===== config.mk =====
export PLATFORM = sky130hd
export DESIGN_NAME = regfile_wb_arbiter
export DESIGN_NICKNAME = d
export VERILOG_FILES = /design/src/rtl/regfile_ctrl_pkg.sv /design/src/rtl/wb_fifo.sv /design/src/rtl/regfile_wb_arbiter.sv
export SDC_FILE = /design/constraint.sdc
export NUM_CORES = 1
export LEC_CHECK = 0
export ABC_AREA = 1
export CELL_PAD_IN_SITES_DETAIL_PLACEMENT = 1
export CELL_PAD_IN_SITES_GLOBAL_PLACEMENT = 2
export CORE_MARGIN = 1.5
export CORE_UTILIZATION = 38
export CTS_BUF_LIST = sky130_fd_sc_hd__clkbuf_8 sky130_fd_sc_hd__clkbuf_16
export DETAILED_ROUTE_END_ITERATION = 8
export PLACE_DENSITY_LB_ADDON = 0.1
export SYNTH_ARGS = -nofsm -noshare
export SYNTH_HDL_FRONTEND = slang
export SYNTH_HIERARCHICAL = 1
export SYNTH_SLANG_ARGS = --single-unit
export TNS_END_PERCENT = 100

===== constraint.sdc =====
create_clock -name clk -period 4.5 [get_ports clk]
set_clock_uncertainty 0.2 [all_clocks]
set_input_delay 0.9 -clock clk [delete_from_list [all_inputs] [get_ports clk]]
set_output_delay 0.9 -clock clk [all_outputs]
set_load 0.02 [all_outputs]

===== src/rtl/regfile_ctrl_pkg.sv =====
// Shared types for the register-file writeback path: request payload and source ids.
package regfile_ctrl_pkg;

    localparam int DATA_W = 32;
    localparam int ADDR_W = 5;

    typedef struct packed {
        logic [ADDR_W-1:0] addr;
        logic [DATA_W-1:0] data;
    } wb_req_t;

    typedef enum logic {
        SRC_ALU = 1'b0,
        SRC_MEM = 1'b1
    } wb_src_t;

endpackage


===== src/rtl/wb_fifo.sv =====
// Per-source writeback queue. Ready is registered from next-cycle occupancy and exposes
// per-entry valid/addr so the owner can run a busy compare over queued writes.
module wb_fifo
    import regfile_ctrl_pkg::*;
#(
    parameter int DEPTH = 2
) (
    input  logic                         clk,
    input  logic                         rst,
    input  logic                         push,
    input  wb_req_t                      din,
    input  logic                         pop,
    output wb_req_t                      head,
    output logic                         empty,
    output logic                         full,
    output logic                         ready,
    output logic [$clog2(DEPTH):0]       occupancy,
    output logic [DEPTH-1:0]             entry_valid,
    output logic [DEPTH-1:0][ADDR_W-1:0] entry_addr
);

    localparam int PW = $clog2(DEPTH);
    localparam int CW = PW + 1;

    wb_req_t       mem [DEPTH];
    logic [PW-1:0] wr_ptr;
    logic [PW-1:0] rd_ptr;
    logic [CW-1:0] count;
    logic [CW-1:0] count_nxt;

    assign count_nxt = count + CW'(push) - CW'(pop);
    assign head      = mem[rd_ptr];
    assign empty     = (count == '0);
    assign full      = (count == CW'(DEPTH));
    assign occupancy = count;

    always_ff @(posedge clk) begin
        if (rst) begin
            wr_ptr <= '0;
            rd_ptr <= '0;
            count  <= '0;
            ready  <= 1'b0;
        end else begin
            if (push) wr_ptr <= wr_ptr + PW'(1);
            if (pop)  rd_ptr <= rd_ptr + PW'(1);
            count <= count_nxt;
            ready <= (count_nxt < CW'(DEPTH));
        end
    end

    always_ff @(posedge clk) begin
        if (push) mem[wr_ptr] <= din;
    end

    // Slot i holds a live entry when its distance from the read pointer is below count.
    always_comb begin
        logic [PW-1:0] off;
        off = '0;
        for (int i = 0; i < DEPTH; i++) begin
            off            = PW'(i) - rd_ptr;
            entry_valid[i] = (CW'(off) < count);
            entry_addr[i]  = mem[i].addr;
        end
    end

endmodule


===== src/rtl/regfile_wb_arbiter.sv =====
// Arbitrates ALU and MEM writebacks onto the single register-file write port.
// WB_ROUND_ROBIN_EN selects round robin; otherwise MEM has fixed priority over ALU.
module regfile_wb_arbiter #(
    parameter int DATA_W     = regfile_ctrl_pkg::DATA_W,
    parameter int ADDR_W     = regfile_ctrl_pkg::ADDR_W,
    parameter int FIFO_DEPTH = 2
) (
    input  logic              clk,
    input  logic              rst,
    input  logic              alu_valid,
    output logic              alu_ready,
    input  logic [ADDR_W-1:0] alu_reg,
    input  logic [DATA_W-1:0] alu_data,
    input  logic              mem_valid,
    output logic              mem_ready,
    input  logic [ADDR_W-1:0] mem_reg,
    input  logic [DATA_W-1:0] mem_data,
    output logic              RegWrite,
    output logic [ADDR_W-1:0] write_reg,
    output logic [DATA_W-1:0] write_data,
    input  logic [ADDR_W-1:0] query_reg_1,
    input  logic [ADDR_W-1:0] query_reg_2,
    output logic              busy_1,
    output logic              busy_2,
    output logic              idle
);
    import regfile_ctrl_pkg::*;

    localparam int CW = $clog2(FIFO_DEPTH) + 1;

    wb_req_t alu_req, mem_req, alu_head, mem_head, gnt_req;
    logic    alu_push, mem_push, alu_pop, mem_pop;
    logic    alu_empty, mem_empty, alu_full, mem_full;
    logic [CW-1:0]                    alu_occ, mem_occ;
    logic [FIFO_DEPTH-1:0]             alu_ev, mem_ev;
    logic [FIFO_DEPTH-1:0][ADDR_W-1:0] alu_ea, mem_ea;
    wb_src_t gnt_src;
    logic    gnt;

    assign alu_req  = '{addr: alu_reg, data: alu_data};
    assign mem_req  = '{addr: mem_reg, data: mem_data};
    assign alu_push = alu_valid && alu_ready && !alu_full;
    assign mem_push = mem_valid && mem_ready && !mem_full;

    wb_fifo #(.DEPTH(FIFO_DEPTH)) u_alu_fifo (
        .clk(clk), .rst(rst), .push(alu_push), .din(alu_req), .pop(alu_pop),
        .head(alu_head), .empty(alu_empty), .full(alu_full), .ready(alu_ready),
        .occupancy(alu_occ), .entry_valid(alu_ev), .entry_addr(alu_ea)
    );

    wb_fifo #(.DEPTH(FIFO_DEPTH)) u_mem_fifo (
        .clk(clk), .rst(rst), .push(mem_push), .din(mem_req), .pop(mem_pop),
        .head(mem_head), .empty(mem_empty), .full(mem_full), .ready(mem_ready),
        .occupancy(mem_occ), .entry_valid(mem_ev), .entry_addr(mem_ea)
    );

`ifdef WB_ROUND_ROBIN_EN
    // rr_ptr names the source that wins the next contested cycle.
    wb_src_t rr_ptr;

    always_comb begin
        gnt = !alu_empty || !mem_empty;
        if (!alu_empty && !mem_empty) gnt_src = rr_ptr;
        else                          gnt_src = mem_empty ? SRC_ALU : SRC_MEM;
    end

    always_ff @(posedge clk) begin
        if (rst)      rr_ptr <= SRC_ALU;
        else if (gnt) rr_ptr <= (gnt_src == SRC_ALU) ? SRC_MEM : SRC_ALU;
    end
`else
    always_comb begin
        gnt     = !alu_empty || !mem_empty;
        gnt_src = mem_empty ? SRC_ALU : SRC_MEM;
    end
`endif

    assign gnt_req = (gnt_src == SRC_MEM) ? mem_head : alu_head;
    assign alu_pop = gnt && (gnt_src == SRC_ALU);
    assign mem_pop = gnt && (gnt_src == SRC_MEM);

    // Writes to r0 still drain through the port slot but never assert the enable.
    always_ff @(posedge clk) begin
        if (rst) begin
            RegWrite   <= 1'b0;
            write_reg  <= '0;
            write_data <= '0;
        end else begin
            RegWrite <= gnt && (gnt_req.addr != '0);
            if (gnt) begin
                write_reg  <= gnt_req.addr;
                write_data <= gnt_req.data;
            end
        end
    end

    assign idle = (alu_occ == '0) && (mem_occ == '0) && !RegWrite;

    always_comb begin
        busy_1 = 1'b0;
        busy_2 = 1'b0;
        for (int i = 0; i < FIFO_DEPTH; i++) begin
            busy_1 = busy_1 || (alu_ev[i] && alu_ea[i] == query_reg_1)
                            || (mem_ev[i] && mem_ea[i] == query_reg_1);
            busy_2 = busy_2 || (alu_ev[i] && alu_ea[i] == query_reg_2)
                            || (mem_ev[i] && mem_ea[i] == query_reg_2);
        end
        busy_1 = busy_1 && (query_reg_1 != '0);
        busy_2 = busy_2 && (query_reg_2 != '0);
    end

endmodule


==> impl_metrics.yaml, run 1 <==
status:
  outcome: "completed"
synthesis:
  yosys-top-cells-area: "edfxtp_1 49%, dfxtp_1 11%, mux2_4 10%"
  synth.mux.area_fraction_pct: 11.8
  synth_top_family_by_area: "simple AND/OR/NAND/NOR gates"
  ys_dominant_reg_cell: "edfxtp_1"
  synthCells: 804
  synth_seq_area_share_pct: 60.6
  synth_xor_area_share_pct: 0.195
  synth.top_cell.area_share_pct: 49.5
  synth_cell_type_count: 27
  synthSimpleGateAreaFrac_pct: 17.6
  syn_area_per_cell_sq_um: 11.2
  async_flop_share_pct: 0
  synthesis.area_sq_um: 8980
  yosys_warnings: 6
  synth_compound_area_share_pct: 1.11
  synth_seq_cells: 198
  netlist.top_cell.by_area: "edfxtp_1"
  yosysMostFrequentCell: "nand2_1"
  mappedNetlistNets: 896
  yosys-top-cells-count: "236 x nand2_1, 148 x edfxtp_1, 78 x inv_1, 60 x mux2_4, 57 x nor2_1"
  synth_enable_flop_cells: 148
  synthAdderAreaFrac_pct: 0.557
grt:
  grt_pass1_wl_um: 34500
  overflow: 0
  grt_pass1_vias: 6108
  track_usage_pct: 19.0
  grt_antenna_before_repair: 1
  grt_max_degree: 40
worst_setup_path:
  reg2regPathDepth: 11
  crit_chain: "clkdlybuf4s50_1 > inv_1 > nand2_1 > nand2_1 > nor2_1 > nand3_1 > nand2_1 > nor2_1 > nor2_1 > clkdlybuf4s50_1"
  critPathLaunch: "query_reg_2[3]"
  cp.required_ns: 3.40
  cp_slowest_stage_delay_ns: 0.62
  worstSetupPathType: "input pin to output pin"
  critPathLaunchType: "input pin"
  cp_max_fo: 5
  cp.arrival_ns: 2.87
  r2r_slack_ns: 1.85
  worst_setup_path_end_kind: "output pin"
  worstReg2RegStart: "u_mem_fifo/occupancy[1]"
  cp_slowest_cell: "clkdlybuf4s50_1"
  rr_endpoint: "u_alu_fifo/ready"
sta:
  tns_ns: 0
  finalCriticalPeriod_ns: 3.97
  slew_viol_final: 0
  final-hold-violation-count: 0
  setup_viol: 0
  maxSlewHeadroom_pct: 30.3
  fin_crit_sh_pct: 88.2
  worst_pin_slew_ns: 1.04
  fmax_mhz: 252
  rsz0062_at_grt: "false"
layout:
  fillCellCount: 2516
  multi_input_area_sq_um: 2820
  antennaDiodeCount: 0
  drive_gt1_share_pct: 16.9
  area_growth_pct: 22.3
  fin_nets: 1009
  seqCellArea_sq_um: 5450
power:
  design_power_total_uw: 6650
  ir_drop_uv: 314
  p_leak_uw: 0.00454
  p_per_area_nw_per_um2: 606
die:
  die_area_sq_um: 24600
  rows: 56
  die_h_um: 157
  core_area_sq_um: 23300
  io_pins: 131
  die_w_um: 157
  initial_core_util_pct: 38.5
routing:
  drt_iter0_drc: 256
  drc: 0
  viasPerCell: 4.69
  top_layer_used: "met5"
  wl_met3_um: 864
  routedWlPerCell_um: 18.1
  drt-met1-wl_um: 10400
  vias: 5857
  ant_nets: 0
  dr.pass1.iters: 4
  dr_wl_met2_um: 11200
  routed_wl_um: 22600
cts:
  h-tree-depth: 4
  post_cts_resized: 0
  cts.path.max_buffers: 2
  tritoncts: "done"
  numCtsBuffers: 17
  clock_latency_ns: 0.43
  postCtsSetupBuffers: 0
  cts_root_buf: "clkbuf_16"
  clock_sinks: 198
  ctsHoldBuffers: 0
  clk_pin_slew_ns: 0.08
placement:
  gp_congestion: 0.844
  place.detailed.hpwl_um: 15500
  io_buffers: 130
min_path:
  hold_start: "u_mem_fifo/wr_ptr"
  hold_end: "u_mem_fifo/wr_ptr"
  min_path_cells: 2
  hold_class: "flip-flop to flip-flop"
run:
  cap_violations: 0
## layout by cell type, fill, tap and decap left out, drive strengths merged
| master | n |
|---|---|
| edfxtp | 148 |
| nand3 | 47 |
| nor2 | 57 |
| a21oi | 5 |
| ha | 4 |
| nand2 | 265 |
| clkinv | 7 |
| inv | 89 |
| bufinv | 1 |
| buf | 8 |
| nor3b | 1 |
| o21ai | 15 |
| nor3 | 5 |
| dfxtp | 50 |
| or2 | 5 |
| clkdlybuf4s50 | 130 |
| xnor2 | 2 |
| clkbuf | 17 |
| mux2 | 74 |
## metrics by stage
stage | area [sq um] | worst slack (ns) | instances | util [%] | hold slack (ns)
after floorplan | 8980 | 1.12 | 804 | - | 0.288
after global placement | 10400 | 0.460 | 1217 | 44.4 | 0.330
after detailed placement | 10400 | 0.501 | 1217 | 44.4 | 0.342
after CTS | 11000 | 0.493 | 1249 | 47.1 | 0.359
after global routing | 11000 | 0.366 | 1249 | 47.1 | 0.394
final | 11000 | 0.529 | 1249 | 47.1 | 0.357
## layer usage
layer	GRT usage (%)	vias up
met4	5.17	2
met2	32.5	104
met3	4.13	20
li1	-	2841
met5	0	-
met1	24.3	2890
## power breakdown
group | internal (uW) | total [uW] | switching (uW)
clock | 814 | 1590 | 771
sequential | 2340 | 2550 | 215
combinational | 1060 | 2520 | 1460
## cell families (layout without fill, tap and decap cells)
group,after synthesis,count (layout)
adders and majority gates,4,4
buffers and inverters,126,252
DFF,198,198
muxes,74,74
and+or+nand+nor,380,380
AOI/OAI and AO/OA,20,20
xor gates and xnor gates,2,2
## how the worst max path moves through the flow
stage / to / slack [ns]
CTS: busy_2 / 0.49
floorplan: u_alu_fifo/mem[0][0] / 1.12
finish: busy_2 / 0.53
global placement: busy_2 / 0.46
detailed placement: busy_2 / 0.50
global route: busy_1 / 0.37
## area by class of cell
type,instances,share of cell area [%]
Clock inverter,15,1.83
Multi-Input combinational cell,480,25.7
Sequential cell,198,49.6
Tap cell,319,3.63
Timing Repair Buffer,138,12.5
Clock buffer,17,3.87
Inverter,82,2.85
## worst max-delay path, delay by kind of cell
family                 cells  cell delay [ns]
buffers and inverters      3             1.36
AND/OR/NAND/NOR            7             0.60
(Power assumes the default switching activity.)
==> run 2, diff against run 1 <==
--- a/config.mk
+++ b/config.mk
@@ -11,8 +11,9 @@
 export CORE_MARGIN = 1.5
 export CORE_UTILIZATION = 38
 export CTS_BUF_LIST = sky130_fd_sc_hd__clkbuf_8 sky130_fd_sc_hd__clkbuf_16
+export CTS_CLUSTER_DIAMETER = 150
 export DETAILED_ROUTE_END_ITERATION = 8
-export PLACE_DENSITY_LB_ADDON = 0.1
+export PLACE_DENSITY = 0.88
 export SYNTH_ARGS = -nofsm -noshare
 export SYNTH_HDL_FRONTEND = slang
 export SYNTH_HIERARCHICAL = 1
==> impl_metrics.yaml, run 2 (synthesis gave the netlist of run 1 again) <==
die:
  initial_core_util_pct: 38.5
  io_pins: 131
  core_area_sq_um: 23300
  die_area_sq_um: 24600
  die_w_um: 157
  die_h_um: 157
  rows: 56
cts:
  postCtsSetupBuffers: 0
  ctsHoldBuffers: 0
  post_cts_resized: 0
  cts.path.max_buffers: 2
  numCtsBuffers: 17
  clock_sinks: 198
  h-tree-depth: 4
  clk_pin_slew_ns: 0.07
  cts_root_buf: "clkbuf_16"
  clock_latency_ns: 0.43
  tritoncts: "done"
run:
  cap_violations: 0
placement:
  gp_congestion: 0.886
  pre_cts_ws_ns: 0.510
  io_buffers: 130
  place_area_sq_um: 10400
  place.detailed.hpwl_um: 15300
layout:
  final_common_cell: "nand2_1"
  stdcell_area_sq_um: 10900
  antennaDiodeCount: 0
  area_growth_pct: 21.4
  final_cell_mix: "236 x nand2_1, 148 x edfxtp_1, 130 x clkdlybuf4s50_1"
  fin_nets: 1007
  drive_gt1_share_pct: 16.6
power:
  p_per_area_nw_per_um2: 596
  ir_drop_uv: 319
  design_power_total_uw: 6500
  p_leak_uw: 0.00449
sta:
  worst_hold_slack_ns: 0.346
  finalCriticalPeriod_ns: 3.99
  fmax_mhz: 251
  final-hold-violation-count: 0
  slew_viol_final: 0
  tns_ns: 0
  rsz0062_at_grt: "false"
  worst_pin_slew_ns: 1.08
  setup_viol: 0
  layout_setup_ws_ns: 0.510
  maxSlewHeadroom_pct: 27.7
  fin_crit_sh_pct: 88.7
routing:
  routed_wl_um: 23000
  vias: 5890
  drt_iter0_drc: 332
  viasPerCell: 4.72
  dr.pass1.iters: 4
  drc: 0
  ant_nets: 0
  routedWlPerCell_um: 18.5
worst_setup_path:
  cp.arrival_ns: 2.89
  critPathLaunchType: "input pin"
  worst_setup_path_end_kind: "output pin"
  reg2regPathDepth: 7
  cp.required_ns: 3.40
  r2r_slack_ns: 1.83
  critPathLaunch: "query_reg_2[3]"
  worstSetupPathType: "input pin to output pin"
  cp_max_fo: 5
  cp-endpoint: "busy_2"
  rr_endpoint: "write_data[25]"
  worstReg2RegStart: "u_mem_fifo/occupancy[1]"
min_path:
  hold_class: "flip-flop to flip-flop"
status:
  outcome: "completed"
grt:
  grt_pass1_vias: 6345
  grt_antenna_before_repair: 3
  overflow: 0
  grt_max_degree: 40
  grt_pass1_wl_um: 35500
  track_usage_pct: 19.6
-- run 2: cell count changes in the layout (fill, tap and decap cells not counted), sizes merged --
cell and delta:
inv -2, clkinvlp +3, bufinv -1, buf -2
-- run 2: where the power goes --
group	leakage, uW	switching, uW	internal [uW]	total (uW)
registers	0.00176	231	2340	2570
logic	0.00247	1450	1060	2510
clock network	0.000264	707	719	1430
-- run 2: final cells by class --
cell class | instances | area [sq um]
Clock inverter | 15 | 121
Multi-Input combinational cell | 480 | 2820
Fill cell | 2540 | 12400
Timing Repair Buffer | 136 | 1370
Inverter | 82 | 313
Sequential cell | 198 | 5450
Tap cell | 319 | 399
Clock buffer | 17 | 425
-- run 2: per-stage QoR --
stage / utilization [%] / std cells
finish: 46.7 / 1247
floorplan: - / 804
detailed placement: 44.4 / 1215
global route: 46.7 / 1247
global placement: 44.4 / 1215
CTS: 46.7 / 1247
-- run 2: critical path, cell delays in order --
cell and delay, ns:
clkdlybuf4s50_1 0.58, inv_1 0.15, nand2_1 0.09, nand2_1 0.05, nor2_1 0.18, nand3_1 0.10
nand2_1 0.07, nor2_1 0.04, nor2_1 0.10, clkdlybuf4s50_1 0.62
-- run 2: worst min path at each step --
stage,cells past startpoint,slack (ns),endpoint,start
after floorplan,2,0.29,u_alu_fifo/wr_ptr,u_alu_fifo/wr_ptr
after global placement,2,0.33,write_reg[2],write_reg[2]
after detailed placement,2,0.34,u_mem_fifo/wr_ptr,u_mem_fifo/wr_ptr
after CTS,2,0.35,u_mem_fifo/wr_ptr,u_mem_fifo/wr_ptr
after global routing,2,0.38,write_reg[1],write_reg[1]
final,2,0.35,u_mem_fifo/wr_ptr,u_mem_fifo/wr_ptr
-- run 2: metal layers --
| layer | vias to the layer above | share of wire, % | GRT usage (%) |
|---|---|---|---|
| li1 | 2835 | - | - |
| met1 | 2894 | 44 | 24.1 |
| met2 | 123 | 50 | 34.2 |
| met3 | 32 | 4.3 | 4.62 |
| met4 | 6 | 1.4 | 5.40 |
| met5 | - | 0.18 | 0 |
